### config.mk
export PLATFORM = sky130hd
export DESIGN_NAME = load_store_unit
export DESIGN_NICKNAME = d
export VERILOG_FILES = /design/src/rtl/lsu_pkg.sv /design/src/rtl/lsu_align.sv /design/src/rtl/load_store_unit.sv
export SDC_FILE = /design/constraint.sdc
export NUM_CORES = 1
export LEC_CHECK = 0
export BUFFER_PORTS_ARGS = -buffer_cell sky130_fd_sc_hd__buf_2
export CAP_MARGIN = 10
export CORE_MARGIN = 5
export CORE_UTILIZATION = 59
export DETAILED_ROUTE_END_ITERATION = 10
export GPL_TIMING_DRIVEN = 0
export PLACE_DENSITY = 0.92
export SYNTH_ARGS = -nofsm -noshare
export SYNTH_HDL_FRONTEND = slang
export SYNTH_SLANG_ARGS = --single-unit
export TNS_END_PERCENT = 50
### constraint.sdc
create_clock -name clk -period 7.75 [get_ports clk]
set_clock_uncertainty 0.1 [all_clocks]
set_input_delay 1.55 -clock clk [delete_from_list [all_inputs] [get_ports clk]]
set_output_delay 1.55 -clock clk [all_outputs]
set_load 0.02 [all_outputs]
### src/rtl/lsu_pkg.sv
// Shared types and helpers for the load/store unit.
package lsu_pkg;

  localparam int unsigned DW    = 64;
  localparam int unsigned OFF_W = 3;

  localparam logic [1:0] SZ_B = 2'b00;
  localparam logic [1:0] SZ_H = 2'b01;
  localparam logic [1:0] SZ_W = 2'b10;
  localparam logic [1:0] SZ_D = 2'b11;

  typedef enum logic [2:0] {
    ST_IDLE,
    ST_RD,
    ST_CAP,
    ST_WR,
    ST_RESP
  } state_e;

  // Number of bytes touched by an access of the given size code.
  function automatic logic [3:0] size_bytes(input logic [1:0] size);
    logic [3:0] n;
    case (size)
      SZ_B:    n = 4'd1;
      SZ_H:    n = 4'd2;
      SZ_W:    n = 4'd4;
      default: n = 4'd8;
    endcase
    return n;
  endfunction

  // An access is misaligned when the offset is not a multiple of its size.
  function automatic logic misaligned(input logic [1:0] size, input logic [OFF_W-1:0] off);
    logic m;
    case (size)
      SZ_B:    m = 1'b0;
      SZ_H:    m = off[0];
      SZ_W:    m = (off[1:0] != 2'b00);
      default: m = (off != 3'b000);
    endcase
    return m;
  endfunction

endpackage

### src/rtl/lsu_align.sv
// Little-endian lane logic: load extraction/extension and store merge.
module lsu_align
  import lsu_pkg::*;
(
  input  logic [DW-1:0]    buffer_i,
  input  logic [DW-1:0]    wdata_i,
  input  logic [OFF_W-1:0] off_i,
  input  logic [1:0]       size_i,
  input  logic             unsigned_i,
  output logic [DW-1:0]    load_data_o,
  output logic [DW-1:0]    store_data_o
);

  logic [DW-1:0] shifted;
  logic [7:0]    byte_mask;
  logic [DW-1:0] bit_mask;
  logic [DW-1:0] wshift;

  // Shift the addressed lane down to bit 0 and extend to the full width.
  always_comb begin
    shifted     = buffer_i >> {off_i, 3'b000};
    load_data_o = shifted;
    case (size_i)
      SZ_B: load_data_o = unsigned_i ? {56'd0, shifted[7:0]}
                                     : {{56{shifted[7]}}, shifted[7:0]};
      SZ_H: load_data_o = unsigned_i ? {48'd0, shifted[15:0]}
                                     : {{48{shifted[15]}}, shifted[15:0]};
      SZ_W: load_data_o = unsigned_i ? {32'd0, shifted[31:0]}
                                     : {{32{shifted[31]}}, shifted[31:0]};
      default: load_data_o = shifted;
    endcase
  end

  // Replace only the addressed bytes of the old doubleword with store data.
  always_comb begin
    byte_mask = 8'(9'((9'd1 << size_bytes(size_i)) - 9'd1) << off_i);
    wshift    = wdata_i << {off_i, 3'b000};
    bit_mask  = '0;
    for (int i = 0; i < 8; i++) begin
      bit_mask[8*i +: 8] = {8{byte_mask[i]}};
    end
    store_data_o = (buffer_i & ~bit_mask) | (wshift & bit_mask);
  end

endmodule

### src/rtl/load_store_unit.sv
// Memory-stage load/store unit in front of a 64-bit, no-byte-enable data memory.
module load_store_unit
  import lsu_pkg::*;
#(
  parameter int unsigned ADDR_W = 48,
  parameter int unsigned DATA_W = 64
) (
  input  logic              clk,
  input  logic              rst_n,
  input  logic              req_valid,
  output logic              req_ready,
  input  logic              req_write,
  input  logic [1:0]        req_size,
  input  logic              req_unsigned,
  input  logic [ADDR_W-1:0] req_addr,
  input  logic [DATA_W-1:0] req_wdata,
  output logic              resp_valid,
  output logic [DATA_W-1:0] resp_rdata,
  output logic              resp_misaligned,
  output logic              mem_read,
  output logic              mem_write,
  output logic [ADDR_W-1:0] mem_address,
  output logic [DATA_W-1:0] mem_wdata,
  input  logic [DATA_W-1:0] mem_rdata
);

  state_e              state_q, state_d;
  logic [ADDR_W-1:0]   addr_q, addr_d;
  logic [1:0]          size_q, size_d;
  logic                write_q, write_d;
  logic                unsigned_q, unsigned_d;
  logic [DATA_W-1:0]   wdata_q, wdata_d;
  logic [DATA_W-1:0]   buffer_q, buffer_d;

  logic                req_ready_q, req_ready_d;
  logic                mem_read_q, mem_read_d;
  logic                mem_write_q, mem_write_d;
  logic [ADDR_W-1:0]   mem_address_q, mem_address_d;
  logic [DATA_W-1:0]   mem_wdata_q, mem_wdata_d;
  logic                resp_valid_q, resp_valid_d;
  logic                resp_misaligned_q, resp_misaligned_d;
  logic [DATA_W-1:0]   resp_rdata_q, resp_rdata_d;

  logic [DATA_W-1:0]   align_buffer_c;
  logic [DATA_W-1:0]   load_data_c;
  logic [DATA_W-1:0]   store_data_c;

  // In CAP the fresh memory word is used directly so results register on the CAP exit edge.
  assign align_buffer_c = (state_q == ST_CAP) ? mem_rdata : buffer_q;

  lsu_align u_align (
    .buffer_i     (align_buffer_c),
    .wdata_i      (wdata_q),
    .off_i        (addr_q[2:0]),
    .size_i       (size_q),
    .unsigned_i   (unsigned_q),
    .load_data_o  (load_data_c),
    .store_data_o (store_data_c)
  );

  // Next-state and registered-output values, computed from the state being entered.
  always_comb begin
    state_d           = state_q;
    addr_d            = addr_q;
    size_d            = size_q;
    write_d           = write_q;
    unsigned_d        = unsigned_q;
    wdata_d           = wdata_q;
    buffer_d          = buffer_q;
    mem_read_d        = 1'b0;
    mem_write_d       = 1'b0;
    mem_address_d     = '0;
    mem_wdata_d       = '0;
    resp_valid_d      = 1'b0;
    resp_misaligned_d = 1'b0;
    resp_rdata_d      = '0;

    case (state_q)
      ST_IDLE: begin
        if (req_valid && req_ready_q) begin
          addr_d     = req_addr;
          size_d     = req_size;
          write_d    = req_write;
          unsigned_d = req_unsigned;
          wdata_d    = req_wdata;
          if (misaligned(req_size, req_addr[2:0])) begin
            state_d           = ST_RESP;
            resp_valid_d      = 1'b1;
            resp_misaligned_d = 1'b1;
          end else if (req_write && (req_size == SZ_D)) begin
            state_d       = ST_WR;
            mem_write_d   = 1'b1;
            mem_address_d = {req_addr[ADDR_W-1:3], 3'b000};
            mem_wdata_d   = req_wdata;
          end else begin
            state_d       = ST_RD;
            mem_read_d    = 1'b1;
            mem_address_d = {req_addr[ADDR_W-1:3], 3'b000};
          end
        end
      end
      ST_RD: begin
        state_d = ST_CAP;
      end
      ST_CAP: begin
        buffer_d = mem_rdata;
        if (write_q) begin
          state_d       = ST_WR;
          mem_write_d   = 1'b1;
          mem_address_d = {addr_q[ADDR_W-1:3], 3'b000};
          mem_wdata_d   = store_data_c;
        end else begin
          state_d      = ST_RESP;
          resp_valid_d = 1'b1;
          resp_rdata_d = load_data_c;
        end
      end
      ST_WR: begin
        state_d      = ST_RESP;
        resp_valid_d = 1'b1;
      end
      ST_RESP: begin
        state_d = ST_IDLE;
      end
      default: begin
        state_d = ST_IDLE;
      end
    endcase

    req_ready_d = (state_d == ST_IDLE);
  end

  // State, latched request and output registers.
  always_ff @(posedge clk or negedge rst_n) begin
    if (!rst_n) begin
      state_q           <= ST_IDLE;
      addr_q            <= '0;
      size_q            <= '0;
      write_q           <= 1'b0;
      unsigned_q        <= 1'b0;
      wdata_q           <= '0;
      buffer_q          <= '0;
      req_ready_q       <= 1'b0;
      mem_read_q        <= 1'b0;
      mem_write_q       <= 1'b0;
      mem_address_q     <= '0;
      mem_wdata_q       <= '0;
      resp_valid_q      <= 1'b0;
      resp_misaligned_q <= 1'b0;
      resp_rdata_q      <= '0;
    end else begin
      state_q           <= state_d;
      addr_q            <= addr_d;
      size_q            <= size_d;
      write_q           <= write_d;
      unsigned_q        <= unsigned_d;
      wdata_q           <= wdata_d;
      buffer_q          <= buffer_d;
      req_ready_q       <= req_ready_d;
      mem_read_q        <= mem_read_d;
      mem_write_q       <= mem_write_d;
      mem_address_q     <= mem_address_d;
      mem_wdata_q       <= mem_wdata_d;
      resp_valid_q      <= resp_valid_d;
      resp_misaligned_q <= resp_misaligned_d;
      resp_rdata_q      <= resp_rdata_d;
    end
  end

  assign req_ready       = req_ready_q;
  assign mem_read        = mem_read_q;
  assign mem_write       = mem_write_q;
  assign mem_address     = mem_address_q;
  assign mem_wdata       = mem_wdata_q;
  assign resp_valid      = resp_valid_q;
  assign resp_misaligned = resp_misaligned_q;
  assign resp_rdata      = resp_rdata_q;

endmodule

# After elaboration in Yosys (flattened, before gate mapping)
# Cells that the tools add are included.
[word_totals]
latch_bits = 0
word_cells = 80
romBits = 0
mem_bits_rw = 0
output_inout_bits = 181
register_bits = 364
memories = 0
in_bits = 183
[op_classes]
bitwise_logic = 4
magnitude_cmp = 0
eq_ne = 8
mul = 0
n_mux = 39
reduce_logical = 9
add_sub_neg = 1
n_shift = 4
div = 0
[ops]
columns = ["operator", "n"]
rows = [
  ["64-bit two-way mux", 10],
  ["64-bit case mux with 3 select lines", 1],
  ["48-bit two-way mux", 3],
  ["64-bit AND", 2],
  ["64-bit case mux with 2 select lines", 1],
  ["48-bit case mux with 2 select lines", 1],
  ["64-bit NOT", 1],
  ["64-bit OR", 1],
  ["64-bit by 6-bit left shift with 64-bit output", 1],
  ["64-bit by 6-bit >> shifter with 64-bit output", 1],
  ["1-bit two-way mux", 14],
  ["3-bit case mux with 4 select lines", 1],
  ["4-bit case mux with 3 select lines", 1],
  ["3-bit two-way mux", 3],
  ["1-bit by 4-bit left shift with 9-bit output (first input constant)", 1],
  ["9-bit by 3-bit left shift with 8-bit output", 1],
  ["9-bit by 1-bit subtractor with 9-bit output (second input constant)", 1],
  ["2-bit equality test (second input constant)", 3],
  ["3-bit by 2-bit equality test with 1-bit output (second input constant)", 2],
  ["3-bit zero test", 2],
  ["1-bit case mux with 3 select lines", 2],
  ["2-bit by 1-bit equality test with 1-bit output (second input constant)", 2],
  ["2-bit zero test", 2],
  ["3-bit by 1-bit equality test with 1-bit output (second input constant)", 1],
  ["6 further kinds", 7],
]

# Longest topological paths before layout
# Gate-level depths: netlist of the first run.
[logic_depth]
word_depth = 10
mapped_depth = 10
ltp_nobuf = 6

# By module
# From an unflattened synthesis of the first run, not the netlist that was laid out.
[unflattened]
cells_unflattened = 1612
area_unflattened_um2 = 17773.3
[by_module_without_submodules]
columns = ["mod", "seq_area_each_um2", "n_inst", "area_each_um2", "cells_per_inst"]
rows = [
  ["load_store_unit", 9033.7, 1, 13135.1, 1053],
  ["lsu_align", 0.0, 1, 4638.2, 559],
]

# Least setup slack after synthesis of the first run
# Ideal clock, no wire load.
[synth_path]
kind = "input to register"
startpoint = "input port mem_rdata[63]"
endpoint = "register resp_rdata_q[34], in the netlist resp_rdata[34]"
path_slack_ns = 4.336
setup_time_ns = 0.147
required_time_ns = 7.503
arrival_ns = 3.167
cell_stages = 6
n_path_buf = 1
cell_sequence = "mux4_2 mux4_2 and2_4 nor3_4 buf_6 a21oi_2"
[synth_between]
elab_chain_cells = 6
word_cells_on_any_way = 8
cone_classes = "1 x shift; 7 x mux"
[synth_lines]
columns = ["item", "line_no", "text"]
rows = [
  ["start: declaration", "load_store_unit.sv:24", "input logic [DATA_W-1:0] mem_rdata"],
  ["64-bit two-way mux (*)", "--", ""],
  ["64-bit by 6-bit >> shifter with 64-bit output (*)", "lsu_align.sv:21", "shifted = buffer_i >> {off_i, 3'b000};"],
  ["64-bit two-way mux (on tied branches)", "lsu_align.sv:28, lsu_align.sv:24, lsu_align.sv:26", ""],
  ["64-bit case mux with 3 select lines (*)", "lsu_align.sv:23", "case (size_i)"],
  ["64-bit two-way mux (*)", "load_store_unit.sv:107", "if (write_q) begin"],
  ["64-bit two-way mux (*)", "load_store_unit.sv:78", "case (state_q)"],
  ["net resp_rdata_d[34]", "load_store_unit.sv:42", "logic [DATA_W-1:0] resp_rdata_q, resp_rdata_d;"],
  ["end signal: assignment", "load_store_unit.sv:166", "resp_rdata_q <= resp_rdata_d;"],
  ["end: declaration", "load_store_unit.sv:42", ""],
]
# Mark *: on every way through the listed nets, which the timed path passes. The rest lies on a longest branch.
# A chain may end at the register's enable or synchronous reset.

# Final worst setup path of the first run
[layout_path]
startpoint = "input port req_valid"
endpoint = "register mem_wdata_q[50], in the netlist mem_wdata[50]"
[layout_between]
elab_chain_cells = 3
[layout_lines]
columns = ["item", "line_no", "text"]
rows = [
  ["start: declaration", "load_store_unit.sv:10", "input logic req_valid,"],
  ["1-bit logical AND", "load_store_unit.sv:80", "if (req_valid && req_ready_q) begin"],
  ["64-bit two-way mux", "load_store_unit.sv:80", ""],
  ["64-bit case mux with 2 select lines", "load_store_unit.sv:78", ""],
  ["net mem_wdata_d[50]", "load_store_unit.sv:39", "logic [DATA_W-1:0] mem_wdata_q, mem_wdata_d;"],
  ["end signal: assignment", "load_store_unit.sv:163", "mem_wdata_q <= mem_wdata_d;"],
  ["end: declaration", "load_store_unit.sv:39", ""],
]
# The timed path passes the listed nets, and every way through them passes these cells.

==> impl_metrics.toml, run 1 <==
[final_layout]
nFillCells = 2036
syn_to_final_growth_pct = 21.1
multi_input_area_um2 = 7310
nets = 2113
drive_gt1_frac = 0.319
design_area_um2 = 20700
layout.area.seq_um2 = 9030

[critical_path]
criticalPathCategory = "primary input to flip-flop"
startpoint = "req_valid"
critPathLaunchType = "primary input"
r2r_start = "addr_q[0]$_DFFE_PN0P_"
worst_ep_required_time_ns = 8.05
worstPathMaxFanout = 10
end_kind = "flip-flop"
cp.arrival_ns = 4.48

[timing]
slew_violations = 0
slew_headroom = 0.167
rsz0062_at_grt = "no"
max_freq_mhz = 239
max_slew.worst_pin.slew_ns = 1.24
fin_hold_ws_ns = 0.398
setup_viol = 0
fin_crit_sh = 0.540
min_period_ns = 4.19
hold_viol_final = 0

[floorplanning]
coreArea_um2 = 28600
io-pin-count = 364
rows = 62
die_area_um2 = 32500
fp.dieH_um = 180
dieWidth_um = 180
initial_core_util = 0.597

[route]
viasPerCell = 6.46
wl_per_cell_um = 28.7
totalWireLength_um = 67200
dr.pass1.iters = 8
highest_layer = "met5"
met2_length_um = 31500
antenna_left = 0
drc = 0
routed-wl-met3_um = 7850
wl_met1_um = 24400
drt_iter0_markers = 1921
num_vias = 15100

[clock_network]
cts_buffers = 36
cts_resized = 0
root_buffer = "clkbuf_16"
clkTransAtPathRegs_ns = 0.06
postCtsSetupBuffers = 0
clock-sinks = 361
clkLatencyLatePin_ns = 0.53
tritoncts = "yes"
ctsHoldBuffers = 0
cts_max_level = 2
cts_buffer_depth = 3

[pwr]
leakage_nw = 10.3
peakVddDrop_v = 0.000276
powerDensity_nw_per_um2 = 498

[yosys]
synth-edff-count = 0
synth_seq_cells = 361
synthFlopType = "dfrtp_1"
avgSynthCellArea_um2 = 11.2
ys.warnings.count = 0
ys_types = 56
async_flop_share = 1.00
synthCells = 1528
ys_seq_area_frac = 0.528
synth_area_um2 = 17100

[grt]
grt_max_degree = 132
grt_util_all_layers = 0.405
overflow = 0
grt_pass1_vias = 15900
grt_pass1_wl_um = 100000
antenna_found_initial = 6

[placement]
dpl_cell_area_um2 = 19400
portBuffers = 360
gp_congestion = 1.01
dp_hpwl_um = 51300

[hold_path]
min_path_type = "flip-flop to flip-flop"
min_from = "addr_q[17]$_DFFE_PN0P_"

[status]
status = "finished clean"

[flow_run]
maxCapViolCount = 0
==> layout by cell type (no fill, tap or decap), types with 4 or more instances in the layout <==
cell type / count
o211ai_1: 9
nor2_1: 76
buf_2: 367
mux2_2: 126
a32oi_1: 4
clkinv_2: 4
a21oi_2: 30
buf_6: 4
o311a_1: 7
a221o_1: 7
a22o_1: 19
nor2b_1: 17
clkbuf_8: 9
mux2i_1: 133
inv_1: 59
nand2b_1: 17
a21oi_1: 61
a221oi_1: 6
nand3_1: 4
buf_1: 20
a32o_1: 59
buf_4: 4
a211oi_1: 40
o21ai_0: 60
clkbuf_1: 99
o31a_1: 7
nor3_1: 13
a211o_1: 7
a31o_2: 8
and2_1: 18
or2_2: 4
nand2_1: 185
clkbuf_16: 38
a21o_1: 4
o22ai_1: 16
mux4_2: 17
dfrtp_1: 361
==> kinds of logic after synthesis <==
kind of cell | Yosys count | synth area share
flip-flops | 361 | 0.528
other | 1 | 0.000219
AO/OA/AOI/OAI | 358 | 0.156
buffers and inverters | 186 | 0.0441
multiplexers | 276 | 0.183
AND/OR/NAND/NOR | 346 | 0.0884
==> metal layers <==
layer / track usage / vias up
met5: 0 / -
met4: 0.168 / 8
met3: 0.122 / 225
li1: - / 6269
met2: 0.661 / 1120
met1: 0.510 / 7497
==> critical path, stage by stage <==
cell and delay, ns:
buf_2 0.09, nand2_1 0.05, nor4_1 0.55, nand2_1 0.24, nor2_1 0.97, clkbuf_1 0.65, a32o_1 0.37
==> report_power, final <==
part           switching (W)  leakage [nW]  internal, W  total, W
clock network       0.000730         0.609      0.00109   0.00182
registers           0.000426          4.61      0.00254   0.00296
logic                0.00364          5.09      0.00188   0.00552
total                0.00479          10.3      0.00550    0.0103
==> metrics by stage <==
stage / total power, W / setup WS [ns] / std cells / TNS, ns / utilization
CTS: 0.0101 / 3.71 / 2341 / 0 / 0.723
floorplan: 0.00624 / 4.34 / 1530 / 0 / -
detailed placement: 0.00823 / 3.29 / 2276 / 0 / 0.679
finish: 0.0103 / 3.56 / 2342 / 0 / 0.723
global placement: 0.00808 / -1.41 / 2274 / -489.70 / 0.677
global route: 0.0106 / 3.45 / 2342 / 0 / 0.723
==> layout make-up <==
cell class | instances | area share
clock inverters | 9 | 0.00647
well taps | 384 | 0.0232
inverters | 60 | 0.0109
flip-flops and latches | 361 | 0.437
plain buffers | 126 | 0.0255
diodes | 1 | 0.000121
clock buffers | 56 | 0.0536
multi-input cells | 983 | 0.353
repair buffers | 362 | 0.0902
==> synth_stat cells (6+ instances only) <==
master,count,area [um^2]
a31o_2,8,70.1
a221o_1,7,70.1
buf_1,20,75.1
a21oi_1,61,305
dfrtp_1,361,9030
nand2_1,185,694
mux2_2,126,1420
nor3_1,13,65.1
o21ai_0,60,300
o31a_1,7,61.3
o22ai_1,16,100
a211o_1,7,61.3
a32o_1,59,591
nand2b_1,17,106
o211ai_1,9,67.6
a221oi_1,6,52.6
clkbuf_1,90,338
mux4_2,17,383
inv_1,59,221
and2_1,18,113
nor2_1,76,285
a21oi_2,30,263
a22o_1,19,166
o311a_1,7,70.1
a211oi_1,40,300
nor2b_1,17,106
buf_2,8,40.0
mux2i_1,133,1330
==> path summary, 6_finish.rpt <==
check / end / slack (ns) / depth (start not counted)
max in group asynchronous: mem_address[19]$_DFF_PN0_ / 5.40 / 2
worst min-delay path: mem_address[17]$_DFF_PN0_ / 0.40 / 1
worst max-delay path: mem_wdata[50]$_DFF_PN0_ / 3.56 / 7
min in group asynchronous: buffer_q[26]$_DFF_PN0_ / 0.96 / 1
worst min register to register: mem_address[17]$_DFF_PN0_ / 0.40 / 1
worst max register to register: mem_wdata[43]$_DFF_PN0_ / 3.84 / 9
==> flip-flops by register name, summed over array words and instances, names as in the netlist <==
signal and cells:
addr_q 48, buffer_q 64, mem_address 45, mem_read 1
mem_wdata 64, mem_write 1, req_ready 1, resp_misaligned 1
resp_rdata 64, resp_valid 1, size_q 2, state_q 3
unsigned_q 1, wdata_q 64, write_q 1
Note: power is estimated with default switching activity, not from simulation.
==> run 2, diff against run 1 <==
- CORE_UTILIZATION: 59 -> 50
- PLACE_DENSITY: 0.92 -> 0.84
- clock period: 7.75 -> 3.6 ns (I/O delays scaled with it)
==> run 2 against run 1 <==
Net effect:
- the run now ends with setup timing left
- clock power increased by 140%
- clock-buffer cell count decreased by 4
- die area increased by 17%
- sequential cell count unchanged
- critical path type is now flip-flop to flip-flop
==> impl_metrics.toml, run 2 (synthesis gave the netlist of run 1 again) <==
[pwr]
peakVddDrop_v = 0.000570
leakage_nw = 10.4
clockPowerShare = 0.194
combinationalPowerShare = 0.526
p_sw_w = 0.0104
seq_power_share = 0.280
p_int_w = 0.0123
powerDensity_nw_per_um2 = 1080
p_total_w = 0.0227
sw_frac_of_total = 0.459

[critical_path]
worstPathMaxFanout = 10
path_cells = "clkbuf_1 > clkbuf_1 > clkbuf_1 > clkbuf_2 > buf_1 > nand2_1 > o311a_1 > a211oi_1"
crit_buf_inv = 5
worst_ep_required_time_ns = 3.90
reg2reg_to = "resp_rdata[2]$_DFF_PN0_"
critPathLaunchType = "flip-flop"
cp.arrival_ns = 3.92
endpoint = "resp_rdata[2]$_DFF_PN0_"
cpMostUsedCell = "clkbuf_1"
r2r_start = "addr_q[1]$_DFFE_PN0P_"
cpPeakStageDelay_ns = 0.52
critPathTopFamily = "buffers and inverters"
criticalPathCategory = "flip-flop to flip-flop"
worst-path-stages = 8
reg2reg_depth = 8
regToRegSetupSlack_ns = -0.02
startpoint = "addr_q[1]$_DFFE_PN0P_"
end_kind = "flip-flop"
critPathSlowestCell = "clkbuf_1"

[floorplanning]
fp.dieH_um = 195
die_area_um2 = 38000
initial_core_util = 0.509
dieWidth_um = 195
coreArea_um2 = 33600
io-pin-count = 364
rows = 67

[clock_network]
cts_buffers = 38
cts_buffer_depth = 3
clkLatencyLatePin_ns = 0.53
cts_max_level = 2
tritoncts = "yes"
root_buffer = "clkbuf_16"
ctsHoldBuffers = 0
postCtsSetupBuffers = 0
clock-sinks = 361
clkTransAtPathRegs_ns = 0.07

[route]
highest_layer = "met5"
wl_met1_um = 25100
wl_per_cell_um = 27.6
drc = 0
routed-wl-met3_um = 7290
num_vias = 15100
drt_iter0_markers = 1644
totalWireLength_um = 66700
met2_length_um = 30700
viasPerCell = 6.25
antenna_left = 0
dr.pass1.iters = 8

[final_layout]
drive_gt1_frac = 0.331
final_common_cell = "buf_2"
final_util = 0.625
syn_to_final_growth_pct = 22.9
mostFrequentLayoutCells = "buf_2 (366), dfrtp_1 (361), nand2_1 (185)"
nFillCells = 2732
nets = 2115

[placement]
dp_slack_ns = -0.0604
gp_congestion = 1.05
portBuffers = 360
dp_hpwl_um = 50600

[grt]
overflow = 0
grt_pass1_wl_um = 97700
grt_max_degree = 129
grt_pass1_vias = 15400
grt_util_all_layers = 0.338
antenna_found_initial = 12

[timing]
slew_violations = 0
hold_viol_final = 0
setup_viol = 1
max_freq_mhz = 276
fin_hold_ws_ns = 0.182
fin_ws_ns = -0.0183
slew_headroom = 0.129
fin_crit_sh = 1.01
rsz0062_at_grt = "yes"
min_period_ns = 3.62
max_slew.worst_pin.slew_ns = 1.30

[status]
status = "finished, violations left"
failed_checks = "setup timing"

[flow_run]
maxCapViolCount = 0

[hold_path]
min_path_type = "primary input to asynchronous set/reset pin"
-- run 2: changes by cell type in the layout (fill, tap and decap cells not counted), sizes merged --
| cell | delta |
|---|---|
| bufinv | +4 |
| buf | -4 |
| clkinv | +2 |
| diode | +4 |
| inv | +2 |
-- run 2: worst min-delay path by stage --
stage                                      endpoint  slack, ns  cells past startpoint
final                         buffer_q[9]$_DFF_PN0_       0.18                      1
after global placement    mem_address[12]$_DFF_PN0_       0.37                      1
after detailed placement  mem_address[24]$_DFF_PN0_       0.37                      1
after floorplan               addr_q[0]$_DFFE_PN0P_       0.32                      0
after CTS                    buffer_q[18]$_DFF_PN0_       0.21                      1
after global routing       resp_rdata[20]$_DFF_PN0_       0.28                      1
-- run 2: layer usage --
metal,GRT usage,up-vias
met1,0.440,7529
met5,0,-
li1,-,6290
met4,0.141,16
met2,0.541,1032
met3,0.0862,229
-- run 2: power by group through the flow --
stage	sequential [W]	combinational (W)	clock (W)
5_1_grt	0.00646	0.0124	0.00460
3_3_place_gp	0.00627	0.0112	0
4_1_cts	0.00629	0.0114	0.00442
3_5_place_dp	0.00633	0.0114	0
6_report	0.00635	0.0119	0.00440
2_1_floorplan	0.00645	0.00699	0
-- run 2: timing repair --
item,in CTS,in global routing
hold endpoints to repair,0,0
pin swaps,0,0
resized for setup,4,22
setup endpoints to repair,4,33
-- run 2: through the flow --
stage / cell area (um^2) / std cells / TNS [ns]
4_1_cts: 20900 / 2409 / 0
3_5_place_dp: 19500 / 2340 / -0.121
2_1_floorplan: 17100 / 1530 / 0
3_3_place_gp: 19500 / 2338 / -1744.76
5_1_grt: 21000 / 2411 / -0.0454
6_report: 21000 / 2414 / -0.0183
-- run 2: final cells by class --
cell class,count,area [um^2],area share
multi-input cells,983,7360,0.350
well taps,448,561,0.0267
inverters,60,225,0.0107
plain buffers,126,543,0.0258
repair buffers,362,1870,0.0888
clock inverters,17,280,0.0133
diodes,5,12.5,0.000595
clock buffers,52,1130,0.0537
flip-flops and latches,361,9030,0.430
-- run 2: worst register-to-register path: stages, from the launching register on --
cell and delay, ns:
dfrtp_1 0.33, clkbuf_1 0.47, clkbuf_1 0.51, clkbuf_1 0.52, clkbuf_2 0.41, buf_1 0.46, nand2_1 0.16, o311a_1 0.20
a211oi_1 0.33
